--- src/rtl/multi_cycle_core.sv ---
// Multi-cycle 16-bit ISA core: FETCH/DECODE/EXEC/MEM/WB FSM over one shared req/ack memory port.
// Optional: define TRAP_ILLEGAL_EN to park in TRAP on ops 101/110 instead of treating them as NOPs.
module multi_cycle_core #(
  parameter int unsigned DATA_W   = 16,
  parameter int unsigned ADDR_W   = 16,
  parameter int unsigned PC_INC   = 4,
  parameter int unsigned RESET_PC = 0
) (
  input  logic              clk,
  input  logic              rst,
  output logic              mem_req,
  output logic              mem_we,
  output logic [ADDR_W-1:0] mem_addr,
  output logic [DATA_W-1:0] mem_wdata,
  input  logic [DATA_W-1:0] mem_rdata,
  input  logic              mem_ack,
  output logic [2:0]        state_out,
  output logic              halted
);

  localparam int unsigned IR_W  = 16;
  localparam int unsigned IMM_W = 7;
  localparam int unsigned REG_N = 8;

  localparam logic [2:0] OP_R    = 3'b000;
  localparam logic [2:0] OP_ADDI = 3'b001;
  localparam logic [2:0] OP_LW   = 3'b010;
  localparam logic [2:0] OP_SW   = 3'b011;
  localparam logic [2:0] OP_BEQ  = 3'b100;
  localparam logic [2:0] OP_HALT = 3'b111;

  localparam logic [3:0] FN_ADD = 4'd0;
  localparam logic [3:0] FN_SUB = 4'd1;
  localparam logic [3:0] FN_AND = 4'd2;
  localparam logic [3:0] FN_OR  = 4'd3;
  localparam logic [3:0] FN_SLT = 4'd4;

  typedef enum logic [2:0] {
    S_FETCH  = 3'd0,
    S_DECODE = 3'd1,
    S_EXEC   = 3'd2,
    S_MEM    = 3'd3,
    S_WB     = 3'd4,
    S_HALT   = 3'd5,
    S_TRAP   = 3'd6
  } state_t;

  state_t state, next_state;

  logic [ADDR_W-1:0] pc, pc_d, pc_plus, br_off, br_target;
  logic [IR_W-1:0]   ir;
  logic [DATA_W-1:0] a, b, alu_out, mdr;
  logic [DATA_W-1:0] rf [REG_N];

  logic [2:0]        op, rs, rt, rd, dest;
  logic [3:0]        funct;
  logic [DATA_W-1:0] imm, rd_rs, rd_rt, alu_b, alu_res, wb_data;
  logic [ADDR_W-1:0] imm_a;
  logic              xfer, is_illegal, r_valid, wb_en;

  logic              mem_req_d, mem_we_d, halted_d;
  logic [ADDR_W-1:0] mem_addr_d;
  logic [DATA_W-1:0] mem_wdata_d;

  // Instruction field decode
  assign op     = ir[2:0];
  assign rs     = ir[5:3];
  assign rt     = ir[8:6];
  assign rd     = ir[11:9];
  assign funct  = ir[15:12];
  assign imm    = {{(DATA_W-IMM_W){ir[15]}}, ir[15:9]};
  assign imm_a  = {{(ADDR_W-IMM_W){ir[15]}}, ir[15:9]};

  assign xfer       = mem_req & mem_ack;
  assign is_illegal = (op == 3'b101) || (op == 3'b110);
  assign r_valid    = (funct <= FN_SLT);

  assign rd_rs = (rs == 3'd0) ? '0 : rf[rs];
  assign rd_rt = (rt == 3'd0) ? '0 : rf[rt];

  // PC already points past the branch when EXEC runs, so the offset is added to it directly
  assign pc_plus   = pc + ADDR_W'(PC_INC);
  assign br_off    = imm_a * ADDR_W'(PC_INC);
  assign br_target = pc + br_off;

  assign dest    = (op == OP_R) ? rd : rt;
  assign wb_data = (op == OP_LW) ? mdr : alu_out;
  assign wb_en   = (dest != 3'd0) &&
                   (((op == OP_R) && r_valid) || (op == OP_ADDI) || (op == OP_LW));

  assign state_out = state;

  // Shared ALU: R-type ops, address/addi add, beq compare via subtract
  always_comb begin
    alu_b   = imm;
    alu_res = '0;
    if (op == OP_R || op == OP_BEQ) alu_b = b;
    if (op == OP_R) begin
      case (funct)
        FN_ADD:  alu_res = a + alu_b;
        FN_SUB:  alu_res = a - alu_b;
        FN_AND:  alu_res = a & alu_b;
        FN_OR:   alu_res = a | alu_b;
        FN_SLT:  alu_res = ($signed(a) < $signed(alu_b)) ? DATA_W'(1) : '0;
        default: alu_res = '0;
      endcase
    end else if (op == OP_BEQ) begin
      alu_res = a - alu_b;
    end else begin
      alu_res = a + alu_b;
    end
  end

  always_ff @(posedge clk) begin
    if (!rst) state <= S_FETCH;
    else      state <= next_state;
  end

  // Next state plus next values of the registered memory-port outputs
  always_comb begin
    next_state  = state;
    pc_d        = pc;
    mem_addr_d  = mem_addr;
    mem_wdata_d = mem_wdata;

    case (state)
      S_FETCH: begin
        if (xfer) begin
          next_state = S_DECODE;
          pc_d       = pc_plus;
        end
      end
      S_DECODE: begin
        if (op == OP_HALT) next_state = S_HALT;
`ifdef TRAP_ILLEGAL_EN
        else if (is_illegal) next_state = S_TRAP;
`endif
        else next_state = S_EXEC;
      end
      S_EXEC: begin
        if (is_illegal) begin
          next_state = S_FETCH;
        end else begin
          case (op)
            OP_R, OP_ADDI: next_state = S_WB;
            OP_LW, OP_SW:  next_state = S_MEM;
            OP_BEQ: begin
              next_state = S_FETCH;
              if (alu_res == '0) pc_d = br_target;
            end
            default:       next_state = S_FETCH;
          endcase
        end
      end
      S_MEM: begin
        if (xfer) next_state = (op == OP_LW) ? S_WB : S_FETCH;
      end
      S_WB:    next_state = S_FETCH;
      S_HALT:  next_state = S_HALT;
      S_TRAP:  next_state = S_TRAP;
      default: next_state = S_FETCH;
    endcase

    mem_req_d = (next_state == S_FETCH) || (next_state == S_MEM);
    mem_we_d  = (next_state == S_MEM) && (op == OP_SW);
    halted_d  = (next_state == S_HALT) || (next_state == S_TRAP);

    // Address and store data only change when a new request starts, keeping them stable while waiting
    if (next_state == S_FETCH) begin
      mem_addr_d = pc_d;
    end else if (next_state == S_MEM && state == S_EXEC) begin
      mem_addr_d = ADDR_W'(alu_res);
      if (op == OP_SW) mem_wdata_d = b;
    end
  end

  always_ff @(posedge clk) begin
    if (!rst) begin
      pc        <= ADDR_W'(RESET_PC);
      ir        <= '0;
      a         <= '0;
      b         <= '0;
      alu_out   <= '0;
      mdr       <= '0;
      mem_req   <= 1'b0;
      mem_we    <= 1'b0;
      mem_addr  <= ADDR_W'(RESET_PC);
      mem_wdata <= '0;
      halted    <= 1'b0;
      for (int i = 0; i < REG_N; i++) rf[i] <= '0;
    end else begin
      pc        <= pc_d;
      mem_req   <= mem_req_d;
      mem_we    <= mem_we_d;
      mem_addr  <= mem_addr_d;
      mem_wdata <= mem_wdata_d;
      halted    <= halted_d;
      if (state == S_FETCH && xfer) ir <= mem_rdata[IR_W-1:0];
      if (state == S_DECODE) begin
        a <= rd_rs;
        b <= rd_rt;
      end
      if (state == S_EXEC) alu_out <= alu_res;
      if (state == S_MEM && xfer && op == OP_LW) mdr <= mem_rdata;
      if (state == S_WB && wb_en) rf[dest] <= wb_data;
    end
  end

endmodule

--- config.mk ---
export PLATFORM = sky130hd
export DESIGN_NAME = multi_cycle_core
export DESIGN_NICKNAME = d
export VERILOG_FILES = /design/src/rtl/multi_cycle_core.sv
export SDC_FILE = /design/constraint.sdc
export NUM_CORES = 1
export LEC_CHECK = 0
export BUFFER_PORTS_ARGS = -buffer_cell sky130_fd_sc_hd__buf_4
export CORE_MARGIN = 5
export CORE_UTILIZATION = 48
export DETAILED_ROUTE_END_ITERATION = 7
export PLACE_DENSITY = 0.67
export SLEW_MARGIN = 20
export SYNTH_ARGS = -nofsm -noshare
export SYNTH_HDL_FRONTEND = slang
export SYNTH_SLANG_ARGS = --single-unit
--- constraint.sdc ---
create_clock -name clk -period 4.3 [get_ports clk]
set_input_delay 0.86 -clock clk [delete_from_list [all_inputs] [get_ports clk]]
set_output_delay 0.86 -clock clk [all_outputs]
set_load 0.02 [all_outputs]
==> summary.txt <==
Status
  – Status: finished clean

Worst setup path
  – R2r endpoint: mem_addr[13]$_SDFFE_PN0P_
  – Reg2reg setup slack: 0.004 ns
  – Critical Path End Type: register
  – Worst r2r path cells: 19
  – WP data required: about 4.7 ns
  – Startpoint Class: register
  – R2R Path Start: ir[0]$_SDFFE_PN0P_
  – Worst EP arrival: 4.73 ns
  – Launch point of the worst path: ir[0]$_SDFFE_PN0P_
  – WS Path Type: register to register
  – Max FO, Critical Path: 11

Synthesis
  – Synth cell types: 97
  – Post-Synthesis Cells: 1628
  – Ranking of synthesized cells by area: edfxtp_1 25%, dfxtp_1 18%, mux4_2 9.3%
  – Post-synth EDFFs: approximately 130
  – Main synth FF type: dfxtp_1
  – Yosys warns: 0
  – Most frequent cell after synthesis: nor2_1
  – Syn Std Cell Area: 0.0156 mm^2
  – Part of the Yosys area used for sequential elements: between 40% and 50%
  – Synth Register Bits: 266
  – Most instantiated cells after synthesis: 277 x nor2_1, 186 x nand2_1, 138 x dfxtp_1
  – Post-synthesis average cell area: around 9.6 um^2
  – Largest area contributor in the netlist: edfxtp_1
  – Async S/R FF share, synth: 0%
  – Yosys top cell area share: between 20% and 30%

Floorplan
  – Chip width: ~190 um
  – Die H: approximately 190 um
  – IO Pins: 57
  – Initial Util: roughly half
  – Core footprint: 0.0323 mm^2
  – Die area: around 0.036 mm^2
  – # rows: between 60 and 70

Final layout
  – Fill count: around 2800
  – Multi-input logic area: 0.00859 mm^2
  – Share of cells above drive strength 1: 21.3%
  – ANT cells: 0
  – FF+latch area: 0.00661 mm^2
  – Finished Core Util: between 50% and 60%
  – Nets: roughly 1800
  – Area growth syn-to-layout: 19.1%

Global routing
  – Pin count of the biggest net entering global routing: 60
  – Vias in the first global route: approximately 13000
  – GRT Residual Overflow: 0
  – First-pass GRT wire length: about 74000 um
  – Gr usage total: a little over a quarter
  – Initial antenna violation count: 0

STA
  – Slew headroom: 29.7%
  – Final worst path period share: 99.9%
  – Max Clk Rate: 233 MHz
  – Slew @ Worst Pin: around 1.1 ns
  – Minimum clock period: around 4.3 ns
  – Final Max Tran Viols: 0
  – Setup TNS: 0 ns
  – Final hold viol count: 0
  – Setup violations, final: 0
  – Final Skew: 0.0368 ns

Clocking
  – Hold buffer count at CTS: 0
  – CTS tree: yes
  – CTS Sinks: around 270
  – CTS Buf Count: 30
  – Clk_lat worst skew: about 0.59 ns
  – Root buf cell: clkbuf_16
  – H-Tree Level Count: 1
  – Clock slew at reported path FFs: around 0.060 ns
  – Max Root-Sink Buffers: 3

Route
  – Drt wl/cell: about 22 um
  – Post-route DRC: 0
  – Vias: about 13000
  – Pre-antenna DRT Iters: 6
  – Drt total wl: approximately 48000 um
  – Vias per cell: between 5 and 6
  – DRT iter0 DRCs: between 1000 and 1500
  – Antenna viol nets, final: 0

Placement
  – PortBufs: 56
  – GPL Wtd Cong: around 0.92
  – DP HPWL: approximately 34000 um

Worst hold path
  – Hold depth: 2
  – Hold Path End: mem_wdata[15]$_SDFFE_PN0P_
  – HP Class: register to register
  – Hold Crit Start: mem_wdata[15]$_SDFFE_PN0P_

Pwr
  – Worst vdd ir: between 0.0003 and 0.0004 V
  – Power, Total: 6.45 mW
  – P_leak: between 6 and 7 nW
  – PwrDens: about 350 mW/mm^2

Job
  – Max Cap Violations: 0
## metal layers
layer	track usage, %	up-vias	share of wire (%)
met3	3.85	110	7.1
met1	33.7	6449	40
li1	-	6141	-
met5	0	-	0
met4	8.46	0	3.6
met2	45.7	555	49
## repair_timing
action	CTS	global route
gates resized for setup	8	43
pin swaps	2	23
endpoints found under the setup margin	17	28
gates cloned	0	2
setup buffers	0	8
## kinds of logic after synthesis
| kind of cell | after synthesis | share of synthesized area (%) |
|---|---|---|
| flops | 266 | 42.4 |
| other cells | 1 | 0.0241 |
| simple gates | 625 | 17.8 |
| fa+ha+maj | 65 | 5.37 |
| mux | 138 | 14.1 |
| buf+inv | 173 | 4.61 |
| xor+xnor | 17 | 0.956 |
| compound gates | 343 | 14.8 |
## how the worst max path moves through the flow
| stage | endpoint | slack [ns] | depth (start not counted) |
|---|---|---|---|
| after detailed placement | mem_addr[13]$_SDFFE_PN0P_ | -0.12 | 20 |
| after CTS | mem_addr[13]$_SDFFE_PN0P_ | 0.0002 | 18 |
| after floorplan | mem_addr[3]$_SDFFE_PN0P_ | 0.008 | 20 |
| final | mem_addr[13]$_SDFFE_PN0P_ | 0.004 | 19 |
| after global routing | mem_addr[9]$_SDFFE_PN0P_ | -0.13 | 20 |
| after global placement | mem_addr[2]$_SDFFE_PN0P_ | -0.06 | 18 |
## where the power goes
part           switching, mW  leakage [nW]  internal [mW]
sequential            0.0847          2.43           2.73
combinational          0.539          3.96          0.381
clock                   1.05         0.531           1.66
total                   1.68          6.93           4.78
## placed cells by master, fill, tap and decap left out, drive strengths merged, types with 6 or more instances in the layout
cell	count
or3	11
inv	65
nand4	7
a31oi	16
dfxtp	138
a21oi	124
or2	11
xnor2	13
o21ai	48
nand3b	6
o31ai	13
a22oi	6
edfxtp	128
mux2i	72
nor2b	11
o211ai	7
a211oi	27
clkinv	8
nor4	14
and2	8
nor2	280
nand2	186
a221oi	7
conb	16
o22ai	7
buf	187
nor3	37
nand3	24
clkbuf	46
mux4	64
nand2b	10
ha	62
a21o	20
## worst max-delay path, stage by stage, from the launching register on
cell	delay [ns]
dfxtp_1	0.32
or2_4	0.27
buf_6	0.15
nand2_1	0.08
nand2_1	0.07
buf_4	0.14
fa_2	0.37
a211oi_4	0.25
buf_6	0.13
o21ai_0	0.09
a32o_1	0.28
a22oi_2	0.21
nand3_1	0.13
nor4_2	0.37
and4_4	0.29
nand4b_4	0.23
buf_12	0.23
or3_1	0.36
nand3_2	0.10
o22ai_1	0.09
## metrics by stage
step / cells / area (um^2) / setup slack [ns] / hold slack [ns]
finish: 2223 / 18500 / 0.00357 / 0.454
CTS: 2213 / 18200 / 0.000202 / 0.456
global route: 2223 / 18500 / -0.129 / 0.475
global placement: 2157 / 17100 / -0.0628 / 0.439
floorplan: 1643 / 15600 / 0.00794 / 0.432
detailed placement: 2157 / 17100 / -0.120 / 0.447
## layout make-up
type	instances	share of cell area (%)
well taps	442	2.98
clock buffers	45	4.76
inverters	66	1.35
flip-flops and latches	266	35.6
repair buffers	188	7.97
multi-input cells	1205	46.3
clock inverters	11	0.992
## state kept, by name (all words and copies together), names as in the netlist, named ones only
register,count
mem_we,1
state_out,3
mem_req,1
mem_wdata,16
a,16
halted,1
mdr,16
pc,14
alu_out,16
b,16
ir,16
rf,128
mem_addr,16
(Power assumes the default switching activity.)
